===== src/rtl/uart_tx_arbiter.sv =====
// Message-granular round-robin arbiter that funnels three byte producers into one TX FIFO.
// A grant is held until the owner's last byte, or until the owner sits idle for TIMEOUT_CYC cycles.
module uart_tx_arbiter #(
  parameter int TIMEOUT_CYC = 100000
) (
  input  logic       clk,
  input  logic       rst,
  input  logic [2:0] req_valid,
  input  logic [7:0] req_data0,
  input  logic [7:0] req_data1,
  input  logic [7:0] req_data2,
  input  logic [2:0] req_last,
  output logic [2:0] req_ready,
  input  logic       fifo_full,
  output logic [7:0] fifo_wdata,
  output logic       fifo_wr,
  output logic [1:0] owner,
  output logic       timeout_err
);

  typedef enum logic {IDLE, LOCK} state_t;

  localparam logic [16:0] CNT_LAST = 17'(TIMEOUT_CYC - 1);
  localparam logic [1:0]  NO_OWNER = 2'd3;

  state_t      state_q, state_d;
  logic [1:0]  owner_q, owner_d;
  logic [1:0]  last_q, last_d;
  logic [16:0] cnt_q, cnt_d;

  logic        own_valid, own_last, grant, xfer, expired;
  logic [7:0]  own_data;
  logic [2:0]  own_sel;

  // Search starts one past the previously served requester.
  function automatic logic [1:0] rr_pick(input logic [1:0] last, input logic [2:0] vld);
    case (last)
      2'd0:    rr_pick = vld[1] ? 2'd1 : (vld[2] ? 2'd2 : 2'd0);
      2'd1:    rr_pick = vld[2] ? 2'd2 : (vld[0] ? 2'd0 : 2'd1);
      default: rr_pick = vld[0] ? 2'd0 : (vld[1] ? 2'd1 : 2'd2);
    endcase
  endfunction

  always_comb begin
    own_valid = 1'b0;
    own_last  = 1'b0;
    own_data  = 8'h00;
    own_sel   = 3'b000;
    case (owner_q)
      2'd0: begin own_valid = req_valid[0]; own_last = req_last[0]; own_data = req_data0; own_sel = 3'b001; end
      2'd1: begin own_valid = req_valid[1]; own_last = req_last[1]; own_data = req_data1; own_sel = 3'b010; end
      2'd2: begin own_valid = req_valid[2]; own_last = req_last[2]; own_data = req_data2; own_sel = 3'b100; end
      default: ;
    endcase
  end

  assign grant       = (state_q == LOCK);
  assign xfer        = grant & ~fifo_full & own_valid;
  assign expired     = grant & ~xfer & (cnt_q == CNT_LAST);
  assign req_ready   = (grant && !fifo_full) ? own_sel : 3'b000;
  assign fifo_wr     = xfer;
  assign fifo_wdata  = xfer ? own_data : 8'h00;
  assign owner       = owner_q;
  assign timeout_err = expired;

  always_ff @(posedge clk or posedge rst) begin
    if (rst) begin
      state_q <= IDLE;
      owner_q <= NO_OWNER;
      last_q  <= 2'd2;
      cnt_q   <= '0;
    end else begin
      state_q <= state_d;
      owner_q <= owner_d;
      last_q  <= last_d;
      cnt_q   <= cnt_d;
    end
  end

  always_comb begin
    state_d = state_q;
    owner_d = owner_q;
    last_d  = last_q;
    cnt_d   = cnt_q;
    case (state_q)
      IDLE: begin
        if (|req_valid) begin
          state_d = LOCK;
          owner_d = rr_pick(last_q, req_valid);
          cnt_d   = '0;
        end
      end
      LOCK: begin
        // A transfer always beats an expiring counter in the same cycle.
        if (xfer) begin
          cnt_d = '0;
          if (own_last) begin
            state_d = IDLE;
            owner_d = NO_OWNER;
            last_d  = owner_q;
          end
        end else if (expired) begin
          state_d = IDLE;
          owner_d = NO_OWNER;
          last_d  = owner_q;
          cnt_d   = '0;
        end else begin
          cnt_d = cnt_q + 17'd1;
        end
      end
      default: state_d = IDLE;
    endcase
  end

endmodule


===== config.mk =====
export PLATFORM = sky130hd
export DESIGN_NAME = uart_tx_arbiter
export DESIGN_NICKNAME = d
export VERILOG_FILES = /design/src/rtl/uart_tx_arbiter.sv
export SDC_FILE = /design/constraint.sdc
export NUM_CORES = 1
export LEC_CHECK = 0
export CAP_MARGIN = 25
export CORE_MARGIN = 5
export CORE_UTILIZATION = 41
export DETAILED_ROUTE_END_ITERATION = 12
export HOLD_SLACK_MARGIN = 0.15
export PLACE_DENSITY = 0.78
export SYNTH_ARGS = -nofsm -noshare
export SYNTH_HDL_FRONTEND = slang
export SYNTH_SLANG_ARGS = --single-unit

===== constraint.sdc =====
create_clock -name clk -period 2.07 [get_ports clk]
set_clock_uncertainty 0.2 [all_clocks]
set_input_delay 0.621 -clock clk [delete_from_list [all_inputs] [get_ports clk]]
set_output_delay 0.621 -clock clk [all_outputs]
set_load 0.01 [all_outputs]

Word-level counts from Yosys, hierarchy flattened

Index checks and enable logic that the tools add are counted.
Widths: inputs -> output; s select.

Bits in registers: 22
Input bits: 33
Output and inout port bits: 15
Logic and storage cells: 58

$add $sub $neg: 1
Equality and inequality tests: 8
Mux-type cells: 30
Bitwise gates (word level): 7
Reduce and logical (&&, ||, !) cells: 8

Operator list:

| kind                  | count |
|---|---|
| $mux 17               | 3 |
| $pmux 17 s2           | 1 |
| $mux 2                | 12 |
| $pmux 8 s3            | 1 |
| $add 17x1->17 const B | 1 |
| $eq 17x17->1 const B  | 1 |
| $pmux 3 s3            | 1 |
| $mux 8                | 1 |
| $pmux 2 s2            | 2 |
| $pmux 1 s3            | 2 |
| $reduce_and 3->1      | 2 |
| $mux 1                | 5 |
| $and 1x1->1           | 4 |
| $eq 2x1->1 const B    | 2 |
| $logic_not 2->1       | 2 |
| $ne 2x2->1 const B    | 2 |
| $mux 3                | 1 |
| $ne 3x2->1 const B    | 1 |
| $ne 3x3->1 const B    | 1 |
| $not 1->1             | 3 |
| $reduce_or 3->1       | 1 |
| $eq 2x2->1 const B    | 1 |
| $pmux 1 s2            | 1 |
| $reduce_bool 2->1     | 1 |
| 2 further kinds       | 2 |

Longest topological paths before layout

Depth after elaboration: 9
Mapped depth: 7
Depth with buffers taken out: 6

Least setup slack after synthesis

Ideal clock, no wire load.

Path kind: flip-flop to output port
From: reg owner_q[0] (netlist: owner[0])
To: out timeout_err
Arrival: 1639 ps
Data required time: 1249 ps
Slack: -390 ps
Cell stages (with the launch flop): 6
Buffers on the path: 1
Cell sequence: dfstp_2 buf_4 and4bb_2 a2bb2oi_2 inv_1 nor3_1

Longest elaborated chain between the ends: 6
Elaborated cells on any way between the ends: 8
Classes of those cells: eq/ne (2); mux (1); bitwise (4); reduce/logical (1)

Ends and longest elaborated chain:

| element                            | line | RTL |
|---|---|---|
| start: declaration                 | 27   | `logic [1:0] owner_q, owner_d;` |
| start signal: assignment           | 74   | `owner_q <= owner_d;` |
| $eq 2x2->1 (tied with other cells) | 49   | `case (owner_q)` |
| $pmux 1 s3 (*)                     | 49   |  |
| $and 1x1->1 (*)                    | 58   | `assign xfer = grant & ~fifo_full & own_valid;` |
| via fifo_wr                        | 16   | `output logic fifo_wr,` |
| $not 1->1 (*)                      | 59   | `assign expired = grant & ~xfer & (cnt_q == CNT_LAST);` |
| $and 1x1->1 (*) (2 in a row)       | 59   |  |
| end: declaration                   | 18   | `output logic timeout_err` |

The timed path passes the listed nets; every way through them passes the cells marked *.

Worst setup path after layout

From: reg owner_q[0] (netlist: owner[0])
To: out timeout_err

Longest elaborated chain between the ends: 6
Elaborated cells on any way between the ends: 8
Classes of those cells: eq/ne (2); mux (1); bitwise (4); reduce/logical (1)

Ends and longest elaborated chain:

| element                            | line |
|---|---|
| $eq 2x2->1 (tied with other cells) | 49 |
| $pmux 1 s3 (*)                     | 49 |
| $and 1x1->1 (*)                    | 58 |
| $not 1->1 (*)                      | 59 |
| $and 1x1->1 (*) (2 in a row)       | 59 |

Mark *: on every way between the ends. The rest lies on a longest branch, timed or not.

==> flow_summary.ini <==
[setup_path]
r2r_cells = 10
cp-start-kind = flip-flop
end_kind = output port
cp_cell_sequence = mux2i_4 -> a2bb2oi_4 -> buf_6 -> inv_4 -> nor3_4 -> buf_2
arrival_ps = 1860
critPathKind = reg2out
worstPathMaxFanout = 4
worstPathRequired_ps = 1250
max_stage_delay_ps = 600
cpMaxStageDelayCell = dfstp_2

[final_layout]
antenna_cells = 0
final_area_mm2 = 0.002828
drive_gt1_frac = 0.4834
fin_nets = 306
synthToLayoutAreaGrowth_pct = 90.24
final-instance-count-excl-fill = 317
fillers = 166

[timing]
finalHoldViolCount = 0
fin_ws_ps = -613.6
timing.final.crit_share = 1.296
slew_headroom = 0.7576
max_freq_ghz = 0.3726
period_minus_slack_ps = 2684
timing.final.max_slew_violations = 0
rsz0062_at_grt = yes
setup_violations = 36
tightest_slew_ps = 360.8

[synth]
yosysWarnings = 0
synthArstFlopShare = 1.000
synthFlopType = dfrtp_1
synth_edf_count = 0
seq_area_frac_synth = 0.3729
ys_top_cells_by_count = nor2_1 (32), dfrtp_1 (19), a21oi_1 (15)
syn_nets = 205
yosysTopAreaCellShare = 0.3199
yosys.area.top_type = dfrtp_1
synth.avg_cell_area_um2 = 8.693
synth_cell_types = 44
synth_area_leaders = dfrtp_1 (32%), nor2_1 (8.1%), mux2i_1 (6.7%), dfstp_2 (5.3%), a21oi_1 (5.1%)
ys_seq_elements = 22
synth_most_common_cell = nor2_1
syn_inst = 171
synthesis.area_mm2 = 0.001486

[floorplan]
die_y_um = 70.21
initial_core_util = 0.4352
die_area_mm2 = 0.004929
die_w_um = 70.21
pin_count = 48
core.rowCount = 21
core_mm2 = 0.003416

[detailed_routing]
drc_errors = 0
totalWireLength_mm = 5.994
dr.pass1.iters = 4
avgRoutedWirePerCell_um = 18.91
postRouteAntennaNets = 0
vias = 1814
viasPerCell = 5.722
drt_iter0_markers = 83

[power]
power_leakage_uw = 0.001247
ir_drop_mv = 0.9049
pwr_density_cell_mw_per_mm2 = 1022

[status]
status = finished, violations left
failed_checks = negative setup slack

[global_route]
antenna_found_initial = 0
grt_pass1_vias = 1803
grt_util_all_layers = 0.2298
grt_pass1_wl_mm = 9.108
grt_max_degree = 23
overflow = 0

[placed_design]
place.port_buffers = 47
dp_hpwl_mm = 3.639
dp.cells = 293
post_dp_cell_area_mm2 = 0.002364
gp_congestion = 0.8704

[cts]
clk_latency_ps = 330
cts_buffers = 3
cts-root-buf = clkbuf_4
clock-sinks = 22
h-tree-depth = 1
cts_tree = yes
cts_hold_buf = 0
cts_buffer_depth = 2
clkSlewWorstSetupHoldPaths_ps = 150

[hold_path]
min_path_cells = 2
hold_class = reg2reg

[run]
maxCapViolations = 0
==> registers in the layout, summed over array words and instances, names as in the netlist <==
signal  cells
cnt_q      17
grant       1
owner       2
last_q      2
==> final cells by class <==
type,count,area [um^2],share of cell area
multi-input combinational,133,1129,0.3991
inverter,6,25.02,0.008850
clock inverter,1,30.03,0.01062
tap,46,57.56,0.02035
timing repair buffer,106,1008,0.3566
clock buffer,3,22.52,0.007965
sequential,22,555.5,0.1965
==> kinds of logic (layout without fill, tap and decap cells) <==
logic type,after synthesis,in the layout,synth area share
simple gates,69,69,0.2357
fa+ha+maj,1,1,0.008416
buf+inv,16,116,0.05219
mux,14,14,0.09764
xor+xnor,7,7,0.04125
flops,22,22,0.3729
compound gates,42,42,0.1919
==> report_power, final <==
part	internal, uW	switching (uW)	total, uW
clock	196	150	346
sequential	545	80.0	624
combinational	1020	899	1920
total	1760	1130	2890
==> worst max-delay path: cells and delay by family, from the launching register on <==
kind	cells	cell delay (ps)
buf+inv	3	330
simple gates	1	120
compound gates	1	210
flops	1	600
mux	1	280
==> placed cells by master (no fill, tap or decap), types with 5 or more instances in the layout <==
master / instances
nand3_1: 7
nor2_1: 17
nor2_4: 12
a22o_1: 7
clkdlybuf4s50_1: 28
xor2_1: 5
mux2i_1: 8
inv_1: 5
dfrtp_1: 18
buf_6: 25
buf_4: 43
a21oi_2: 10
a21oi_1: 5
nand2_1: 9
==> stage by stage <==
stage / setup TNS (ps) / util / hold WS (ps) / power [uW] / setup slack, ps
after floorplan: -1642 / - / 288.2 / 1416 / -179.7
after global placement: -26160 / 0.6919 / 334.6 / 1863 / -1161
after detailed placement: -26590 / 0.6919 / 351.7 / 1932 / -1176
after CTS: -7721 / 0.8084 / 352.2 / 2729 / -586.8
after global routing: -13090 / 0.8278 / 380.8 / 3043 / -675.8
final: -11190 / 0.8278 / 351.3 / 2890 / -613.6
==> per-layer routing <==
metal / track usage / wire [um] / up-vias
li1: - / - / 820
met1: 0.2832 / 2341 / 884
met2: 0.4229 / 3140 / 95
met3: 0.03587 / 371 / 15
met4: 0.04255 / 141 / 0
met5: 0 / 0 / -
==> worst paths after layout <==
| kind | start | to | slack, ps |
|---|---|---|---|
| max in group asynchronous | rst | owner[0]$_DFFE_PP1P_ | 940 |
| min reg2reg | cnt_q[16]$_DFFE_PP0P_ | cnt_q[16]$_DFFE_PP0P_ | 350 |
| max | owner[0]$_DFFE_PP1P_ | timeout_err | -610 |
| min in group asynchronous | rst | cnt_q[11]$_DFFE_PP0P_ | 410 |
| min | cnt_q[16]$_DFFE_PP0P_ | cnt_q[16]$_DFFE_PP0P_ | 350 |
| max reg2reg | owner[0]$_DFFE_PP1P_ | cnt_q[4]$_DFFE_PP0P_ | -280 |
==> repair_timing <==
| action | CTS | global route |
|---|---|---|
| setup endpoints to repair | 37 | 37 |
| pin swaps | 23 | 9 |
| gates resized for setup | 119 | 30 |
| buffers inserted | 19 | 7 |
| hold endpoints to repair | 0 | 0 |
| gates cloned | 2 | 0 |
Note: power is estimated with default switching activity, not from simulation.
